--- src/rtl/counter_cmd_master.sv ---
// counter_cmd_master
//
// Sends commands to the SRAM multi-counter block and collects its READ responses.
// Host requests are accepted through a ready/valid request queue. They are issued one
// per cycle on the counter command port, strictly in acceptance order. READ responses
// are pushed into a response queue, which the host drains.
//
// A READ is issued only when the response queue has space reserved for its answer:
// rsp_count + inflight < RSP_DEPTH. A response therefore always has a free slot.
//
// Ports
//   clk, rst_n                         clock, asynchronous active-low reset
//   req_valid/req_ready                host request handshake
//   req_id/req_data/req_cmd            request payload (LOAD=0 CLEAR=1 INC=2 DEC=3 READ=4)
//   cnt_valid/cnt_id/cnt_data/cnt_cmd  registered command to the counter
//   cnt_rsp_valid/cnt_rsp_data         counter output_valid / output_data
//   rsp_valid/rsp_ready/rsp_data       host response handshake (head of response queue)
//   busy                               anything queued, issued or in flight
//   err                                sticky: [0] illegal cmd dropped, [1] unexpected response
//
// Optional feature: define COUNTER_CMD_MASTER_STATS_EN to add the stat_issued and
// stat_reads outputs. Both are 16-bit wrapping event counters.

module counter_cmd_master #(
  parameter int unsigned ID_W      = 8,
  parameter int unsigned DATA_W    = 8,
  parameter int unsigned REQ_DEPTH = 4,
  parameter int unsigned RSP_DEPTH = 4
) (
  input  logic              clk,
  input  logic              rst_n,
  // host request
  input  logic              req_valid,
  output logic              req_ready,
  input  logic [ID_W-1:0]   req_id,
  input  logic [DATA_W-1:0] req_data,
  input  logic [2:0]        req_cmd,
  // counter command
  output logic              cnt_valid,
  output logic [ID_W-1:0]   cnt_id,
  output logic [DATA_W-1:0] cnt_data,
  output logic [2:0]        cnt_cmd,
  // counter response
  input  logic              cnt_rsp_valid,
  input  logic [DATA_W-1:0] cnt_rsp_data,
  // host response
  output logic              rsp_valid,
  input  logic              rsp_ready,
  output logic [DATA_W-1:0] rsp_data,
  // status
  output logic              busy,
  output logic [1:0]        err
`ifdef COUNTER_CMD_MASTER_STATS_EN
  ,
  output logic [15:0]       stat_issued,
  output logic [15:0]       stat_reads
`endif
);

  localparam int unsigned ReqAw = $clog2(REQ_DEPTH);
  localparam int unsigned RspAw = $clog2(RSP_DEPTH);
  localparam int unsigned ReqW  = 3 + ID_W + DATA_W;
  // Wide enough for rsp_count (up to RSP_DEPTH) plus inflight (up to 3).
  localparam int unsigned CrW   = RspAw + 3;

  localparam logic [2:0] CmdRead = 3'b100;

  // ------------------------------------------------------------------
  // Start-up: req_ready stays low until the first edge after reset release.
  // ------------------------------------------------------------------
  logic run_q;

  always_ff @(posedge clk or negedge rst_n) begin
    if (!rst_n) begin
      run_q <= 1'b0;
    end else begin
      run_q <= 1'b1;
    end
  end

  // ------------------------------------------------------------------
  // Request queue. Each pointer has one extra bit, so full and empty can be told apart.
  // ------------------------------------------------------------------
  logic [ReqW-1:0]  req_mem [REQ_DEPTH];
  logic [ReqAw:0]   req_wr_q, req_wr_d;
  logic [ReqAw:0]   req_rd_q, req_rd_d;
  logic [ReqAw:0]   req_count;
  logic             req_full, req_empty;
  logic             req_push, req_pop;
  logic [ReqW-1:0]  head;
  logic [2:0]       head_cmd;
  logic [ID_W-1:0]  head_id;
  logic [DATA_W-1:0] head_data;

  assign req_count = req_wr_q - req_rd_q;
  assign req_empty = (req_wr_q == req_rd_q);
  assign req_full  = (req_wr_q[ReqAw] != req_rd_q[ReqAw]) &&
                     (req_wr_q[ReqAw-1:0] == req_rd_q[ReqAw-1:0]);

  assign req_ready = run_q & ~req_full;
  assign req_push  = req_valid & req_ready;

  assign head      = req_mem[req_rd_q[ReqAw-1:0]];
  assign head_cmd  = head[ReqW-1 -: 3];
  assign head_id   = head[ID_W+DATA_W-1 -: ID_W];
  assign head_data = head[DATA_W-1:0];

  always_ff @(posedge clk) begin
    if (req_push) begin
      req_mem[req_wr_q[ReqAw-1:0]] <= {req_cmd, req_id, req_data};
    end
  end

  always_comb begin
    req_wr_d = req_wr_q;
    req_rd_d = req_rd_q;
    if (req_push) req_wr_d = req_wr_q + 1'b1;
    if (req_pop)  req_rd_d = req_rd_q + 1'b1;
  end

  always_ff @(posedge clk or negedge rst_n) begin
    if (!rst_n) begin
      req_wr_q <= '0;
      req_rd_q <= '0;
    end else begin
      req_wr_q <= req_wr_d;
      req_rd_q <= req_rd_d;
    end
  end

  // ------------------------------------------------------------------
  // Response queue
  // ------------------------------------------------------------------
  logic [DATA_W-1:0] rsp_mem [RSP_DEPTH];
  logic [RspAw:0]    rsp_wr_q, rsp_wr_d;
  logic [RspAw:0]    rsp_rd_q, rsp_rd_d;
  logic [RspAw:0]    rsp_count;
  logic              rsp_empty, rsp_full;
  logic              rsp_push, rsp_pop;

  assign rsp_count = rsp_wr_q - rsp_rd_q;
  assign rsp_empty = (rsp_wr_q == rsp_rd_q);
  assign rsp_full  = (rsp_wr_q[RspAw] != rsp_rd_q[RspAw]) &&
                     (rsp_wr_q[RspAw-1:0] == rsp_rd_q[RspAw-1:0]);

  assign rsp_valid = ~rsp_empty;
  assign rsp_pop   = rsp_valid & rsp_ready;
  // Gate with empty so that rsp_data reads 0 after reset, not unwritten storage.
  assign rsp_data  = rsp_empty ? '0 : rsp_mem[rsp_rd_q[RspAw-1:0]];

  always_ff @(posedge clk) begin
    if (rsp_push) begin
      rsp_mem[rsp_wr_q[RspAw-1:0]] <= cnt_rsp_data;
    end
  end

  always_comb begin
    rsp_wr_d = rsp_wr_q;
    rsp_rd_d = rsp_rd_q;
    if (rsp_push) rsp_wr_d = rsp_wr_q + 1'b1;
    if (rsp_pop)  rsp_rd_d = rsp_rd_q + 1'b1;
  end

  always_ff @(posedge clk or negedge rst_n) begin
    if (!rst_n) begin
      rsp_wr_q <= '0;
      rsp_rd_q <= '0;
    end else begin
      rsp_wr_q <= rsp_wr_d;
      rsp_rd_q <= rsp_rd_d;
    end
  end

  // ------------------------------------------------------------------
  // In-flight READ tracking and credit check
  // ------------------------------------------------------------------
  logic [1:0]     inflight_q, inflight_d;
  logic           rsp_accept, rsp_spurious;
  logic [CrW-1:0] credit_used;
  logic           credit_ok;

  assign rsp_accept   = cnt_rsp_valid & (inflight_q != 2'd0);
  assign rsp_spurious = cnt_rsp_valid & (inflight_q == 2'd0);
  assign rsp_push     = rsp_accept;

  // A pop on this edge is not counted as a free slot. That is conservative, but it
  // keeps the credit path free of rsp_ready.
  assign credit_used = CrW'(rsp_count) + CrW'(inflight_q);
  assign credit_ok   = (credit_used < CrW'(RSP_DEPTH));

  // ------------------------------------------------------------------
  // Issue decision for the request-queue head
  // ------------------------------------------------------------------
  logic issue_load, issue_read, illegal;

  always_comb begin
    req_pop    = 1'b0;
    issue_load = 1'b0;
    issue_read = 1'b0;
    illegal    = 1'b0;
    if (!req_empty) begin
      if (head_cmd > CmdRead) begin
        // Codes 101..111 are dropped without reaching the counter.
        req_pop = 1'b1;
        illegal = 1'b1;
      end else if (head_cmd == CmdRead) begin
        if (credit_ok) begin
          req_pop    = 1'b1;
          issue_load = 1'b1;
          issue_read = 1'b1;
        end
      end else begin
        req_pop    = 1'b1;
        issue_load = 1'b1;
      end
    end
  end

  always_comb begin
    inflight_d = inflight_q;
    unique case ({issue_read, rsp_accept})
      2'b10:   inflight_d = inflight_q + 2'd1;
      2'b01:   inflight_d = inflight_q - 2'd1;
      default: inflight_d = inflight_q;
    endcase
  end

  // ------------------------------------------------------------------
  // Issue register. id/data/cmd hold their values when nothing is loaded.
  // ------------------------------------------------------------------
  logic              cnt_valid_q, cnt_valid_d;
  logic [ID_W-1:0]   cnt_id_q, cnt_id_d;
  logic [DATA_W-1:0] cnt_data_q, cnt_data_d;
  logic [2:0]        cnt_cmd_q, cnt_cmd_d;
  logic [1:0]        err_q, err_d;

  always_comb begin
    cnt_valid_d = issue_load;
    cnt_id_d    = cnt_id_q;
    cnt_data_d  = cnt_data_q;
    cnt_cmd_d   = cnt_cmd_q;
    if (issue_load) begin
      cnt_id_d   = head_id;
      cnt_data_d = head_data;
      cnt_cmd_d  = head_cmd;
    end
    err_d = err_q | {rsp_spurious, illegal};
  end

  always_ff @(posedge clk or negedge rst_n) begin
    if (!rst_n) begin
      cnt_valid_q <= 1'b0;
      cnt_id_q    <= '0;
      cnt_data_q  <= '0;
      cnt_cmd_q   <= '0;
      inflight_q  <= '0;
      err_q       <= '0;
    end else begin
      cnt_valid_q <= cnt_valid_d;
      cnt_id_q    <= cnt_id_d;
      cnt_data_q  <= cnt_data_d;
      cnt_cmd_q   <= cnt_cmd_d;
      inflight_q  <= inflight_d;
      err_q       <= err_d;
    end
  end

  assign cnt_valid = cnt_valid_q;
  assign cnt_id    = cnt_id_q;
  assign cnt_data  = cnt_data_q;
  assign cnt_cmd   = cnt_cmd_q;
  assign err       = err_q;
  assign busy      = (req_count != '0) | cnt_valid_q | (inflight_q != 2'd0) | rsp_valid;

`ifdef COUNTER_CMD_MASTER_STATS_EN
  // ------------------------------------------------------------------
  // Event counters. They wrap at 16 bits.
  // ------------------------------------------------------------------
  logic [15:0] stat_issued_q, stat_reads_q;

  always_ff @(posedge clk or negedge rst_n) begin
    if (!rst_n) begin
      stat_issued_q <= '0;
      stat_reads_q  <= '0;
    end else begin
      if (cnt_valid_q) stat_issued_q <= stat_issued_q + 16'd1;
      if (rsp_push)    stat_reads_q  <= stat_reads_q + 16'd1;
    end
  end

  assign stat_issued = stat_issued_q;
  assign stat_reads  = stat_reads_q;
`endif

`ifndef SYNTHESIS
  // The credit rule must prevent a push into a full queue unless a pop happens on the same edge.
  rsp_no_overflow_a: assert property (@(posedge clk) disable iff (!rst_n)
    !(rsp_push && rsp_full && !rsp_pop));
  // A counter that answers one cycle after sampling keeps at most two READs in flight.
  inflight_bound_a: assert property (@(posedge clk) disable iff (!rst_n)
    inflight_q != 2'd3);
`endif

endmodule

--- config.mk ---
export PLATFORM = sky130hd
export DESIGN_NAME = counter_cmd_master
export DESIGN_NICKNAME = d
export VERILOG_FILES = /design/src/rtl/counter_cmd_master.sv
export SDC_FILE = /design/constraint.sdc
export NUM_CORES = 1
export LEC_CHECK = 0
export CAP_MARGIN = 20
export CORE_ASPECT_RATIO = 1.1
export CORE_MARGIN = 10
export CORE_UTILIZATION = 27
export CTS_BUF_LIST = sky130_fd_sc_hd__clkbuf_2
export DETAILED_ROUTE_END_ITERATION = 8
export GPL_ROUTABILITY_DRIVEN = 1
export PLACE_DENSITY_LB_ADDON = 0.08
export SLEW_MARGIN = 5
export SYNTH_ARGS = -nofsm -noshare
export SYNTH_HDL_FRONTEND = slang
export SYNTH_SLANG_ARGS = --single-unit
--- constraint.sdc ---
create_clock -name clk -period 2.7 [get_ports clk]
set_input_delay 0.675 -clock clk [delete_from_list [all_inputs] [get_ports clk]]
set_output_delay 0.675 -clock clk [all_outputs]
set_load 0.005 [all_outputs]
==> metrics.txt <==
CP required around 2.0 ns; initial drt markers approximately 160; Die ar. 27900 um^2; hpwl dp between 7000 and 8000 um; Remaining DRCs 0; starting density of the core 0.274; delay-heaviest family, CP simple AND/OR/NAND/NOR gates; Clock Pin Slew Worst Setup and Hold Paths around 0.23 ns; syn nets between 300 and 400; Crit Path Max Fanout 3; IO Port Bufs 64; Synth warnings 0; Max-cap violations 0; ys async rst share 0.255; Mapped Avg Cell Area 20.0 um^2; vias per cell about 4.2; Hold Crit Class in2async; dpl ws 0.0605 ns; Final period util 1.09; f_max 341 MHz; row cnt between 50 and 60; Layout Nets 456; CP peak stage delay 0.53 ns; Top FF cell, synth edfxtp_1; Synth Register Bits 145; Bufs on Longest Clock Path 2; worst setup margin -0.234 ns; top cells by area, synth edfxtp_1 (56%), dfrtp_1 (16%), mux4_2 (8.5%), ha_1 (3.4%), mux2_4 (2.3%); IO Pins 65; largest net degree at the start of global routing 38; crit path max-delay cell type or4_4; post-synthesis sequential area ratio 0.714; ANT nets after route 0; cell breakdown of the critical path ha_4 > and2_4 > nand2_2 > or4_4 > buf_6; DRT Pass-1 Iters 3; core area 21300 um^2; Synth Instances ~300; number of synthesized flops with an enable pin about 110; Area growth, synth to finish 32.2%; outcome finished, violations left; pwr/cell area between 1000 and 1500 nW/um^2; Worst EP arrival ~2.3 ns; H-tree depth 4; crit path launch type flop; global-route wire length before repair approximately 20000 um; placer's final routability congestion estimate about 0.7; vias in the first global route roughly 3400; vias approximately 3000; leakage around 2.8 nW; Routed wire per std cell 17.8 um; most numerous cell in the Yosys netlist edfxtp_1; total grt overflow 0; fin. max-slew vios 0; fillcell total a little over 2000; Worst Path Buf+Inv 1; setup TNS -1.75 ns; Syn Std Cell Area 5840 um^2; CTS sink cnt 145; cell taking the most area after synthesis edfxtp_1; Worst Clk Skew roughly 0.025 ns; # setup viols final 28; element type at the critical path end output pin; Final Critical Period a little under 3 ns; layout cells sized above 1 0.374; top cells by count, synth edfxtp_1 (108), dfrtp_1 (37), mux4_2 (22); initial antenna violation count 1; CTS tree done; Final Hold Vio Count 0; CTS Buf Count 17; failing checks negative setup slack; worst vdd ir between 0.4 and 0.5 mV; final wirelength between 10000 and 15000 um; Total GRT Usage 0.0937; CTS root buffer clkbuf_2; Die Width approximately 160 um; Die Y between 150 and 200 um; RSZ-0062 raised after global routing true; Synth cell types 39; Yosys top cell area share 0.555; worst-skew pair later-pin latency 0.69 ns; Setup CP Type reg2out
-- state kept, by name (all words and copies together), names as in the netlist --
signal and cells:
cnt_id 8, inflight_q 2, cnt_data 8, cnt_valid 1
rsp_mem 32, cnt_cmd 3, req_rd_q 3, rsp_wr_q 3
run_q 1, req_mem 76, rsp_rd_q 3, req_wr_q 3
err 2
-- what timing repair did --
item	4_1_cts	5_1_grt
endpoints found under the setup margin	11	33
hold buffers	1	0
setup buffers	16	7
pin swaps	14	7
cloned	1	1
endpoints found under the hold margin	37	0
gates resized for setup	79	25
-- tightest hold or removal path, stage by stage --
cell and delay (ns):
dlygate4sd3_1 0.52, buf_2 0.12, buf_12 0.24
-- metal layers --
| metal | track usage | routed length, um |
|---|---|---|
| met5 | 0 | 0 |
| met4 | 0.0345 | 181 |
| met3 | 0.0326 | 509 |
| met2 | 0.153 | 6340 |
| met1 | 0.112 | 5640 |
-- metrics by stage --
| step | area (um^2) | total power [mW] | util | hold WS [ns] | cells |
|---|---|---|---|---|---|
| after global placement | 7010 | 7.04 | 0.329 | 0.438 | 656 |
| after CTS | 7590 | 9.20 | 0.356 | 0.375 | 706 |
| final | 7720 | 9.44 | 0.362 | 0.461 | 711 |
| after global routing | 7720 | 10.1 | 0.362 | 0.338 | 711 |
| after floorplan | 5840 | 5.51 | - | 0.379 | 292 |
| after detailed placement | 7010 | 7.08 | 0.329 | 0.448 | 656 |
-- where the power goes --
group / switching [mW] / total (mW) / internal (mW)
combinational: 1.91 / 4.71 / 2.80
sequential: 0.243 / 3.17 / 2.93
clock: 0.826 / 1.55 / 0.722
-- placed cells by master (no fill, tap or decap), types with 3 or more instances in the layout --
| cell | netlist | final |
|---|---|---|
| xor2_1 | 4 | 4 |
| clkdlybuf4s50_1 | 0 | 52 |
| mux2_2 | 12 | 8 |
| buf_6 | 2 | 17 |
| buf_12 | 0 | 8 |
| xnor2_1 | 10 | 9 |
| ha_4 | 0 | 4 |
| nand2_1 | 7 | 6 |
| dfrtp_1 | 37 | 36 |
| and2_1 | 14 | 7 |
| and2_4 | 0 | 7 |
| buf_4 | 0 | 22 |
| edfxtp_1 | 108 | 108 |
| mux4_1 | 5 | 5 |
| inv_1 | 10 | 7 |
| and3_1 | 4 | 4 |
| inv_6 | 0 | 3 |
| bufinv_16 | 0 | 5 |
| mux2_4 | 9 | 13 |
| ha_1 | 16 | 12 |
| mux4_2 | 22 | 22 |
| buf_2 | 1 | 3 |
| clkinvlp_4 | 0 | 3 |
| inv_2 | 0 | 3 |
| clkbuf_2 | 0 | 18 |
-- cell families (layout without fill, tap and decap cells) --
kind of cell	after synthesis	after routing	share of synthesized area
buffers and inverters	19	147	0.0150
multiplexers	48	48	0.154
XOR/XNOR	15	15	0.0248
flip-flops	145	145	0.714
other	1	2	0.000642
AO/OA/AOI/OAI	10	10	0.0148
adder cells (fa/ha/maj)	17	17	0.0377
AND/OR/NAND/NOR	37	37	0.0396
-- worst paths after layout --
path,start,to,slack [ns],cells past startpoint
worst max-delay path,req_wr_q[1],busy,-0.23,5
worst min-delay path,rst_n,cnt_data[0],0.46,3
worst max register to register,rsp_rd_q[0],cnt_id[2],-0.08,11
min in group clk,err[1],err[1],0.49,1
worst min register to register,err[1],err[1],0.49,1
max in group asynchronous,rst_n,rsp_wr_q[1],2.01,3
-- cell type report --
type                       count  area [um^2]  area share
antenna                        1         2.50    0.000324
inverter                      10         37.5     0.00486
tap                          290          363      0.0470
multi-input combinational    128         1730       0.224
sequential                   145         4170       0.540
clock buffer                  18         90.1      0.0117
clock inverter                14          228      0.0295
timing repair buffer         105         1100       0.143
(Power assumes the default switching activity.)
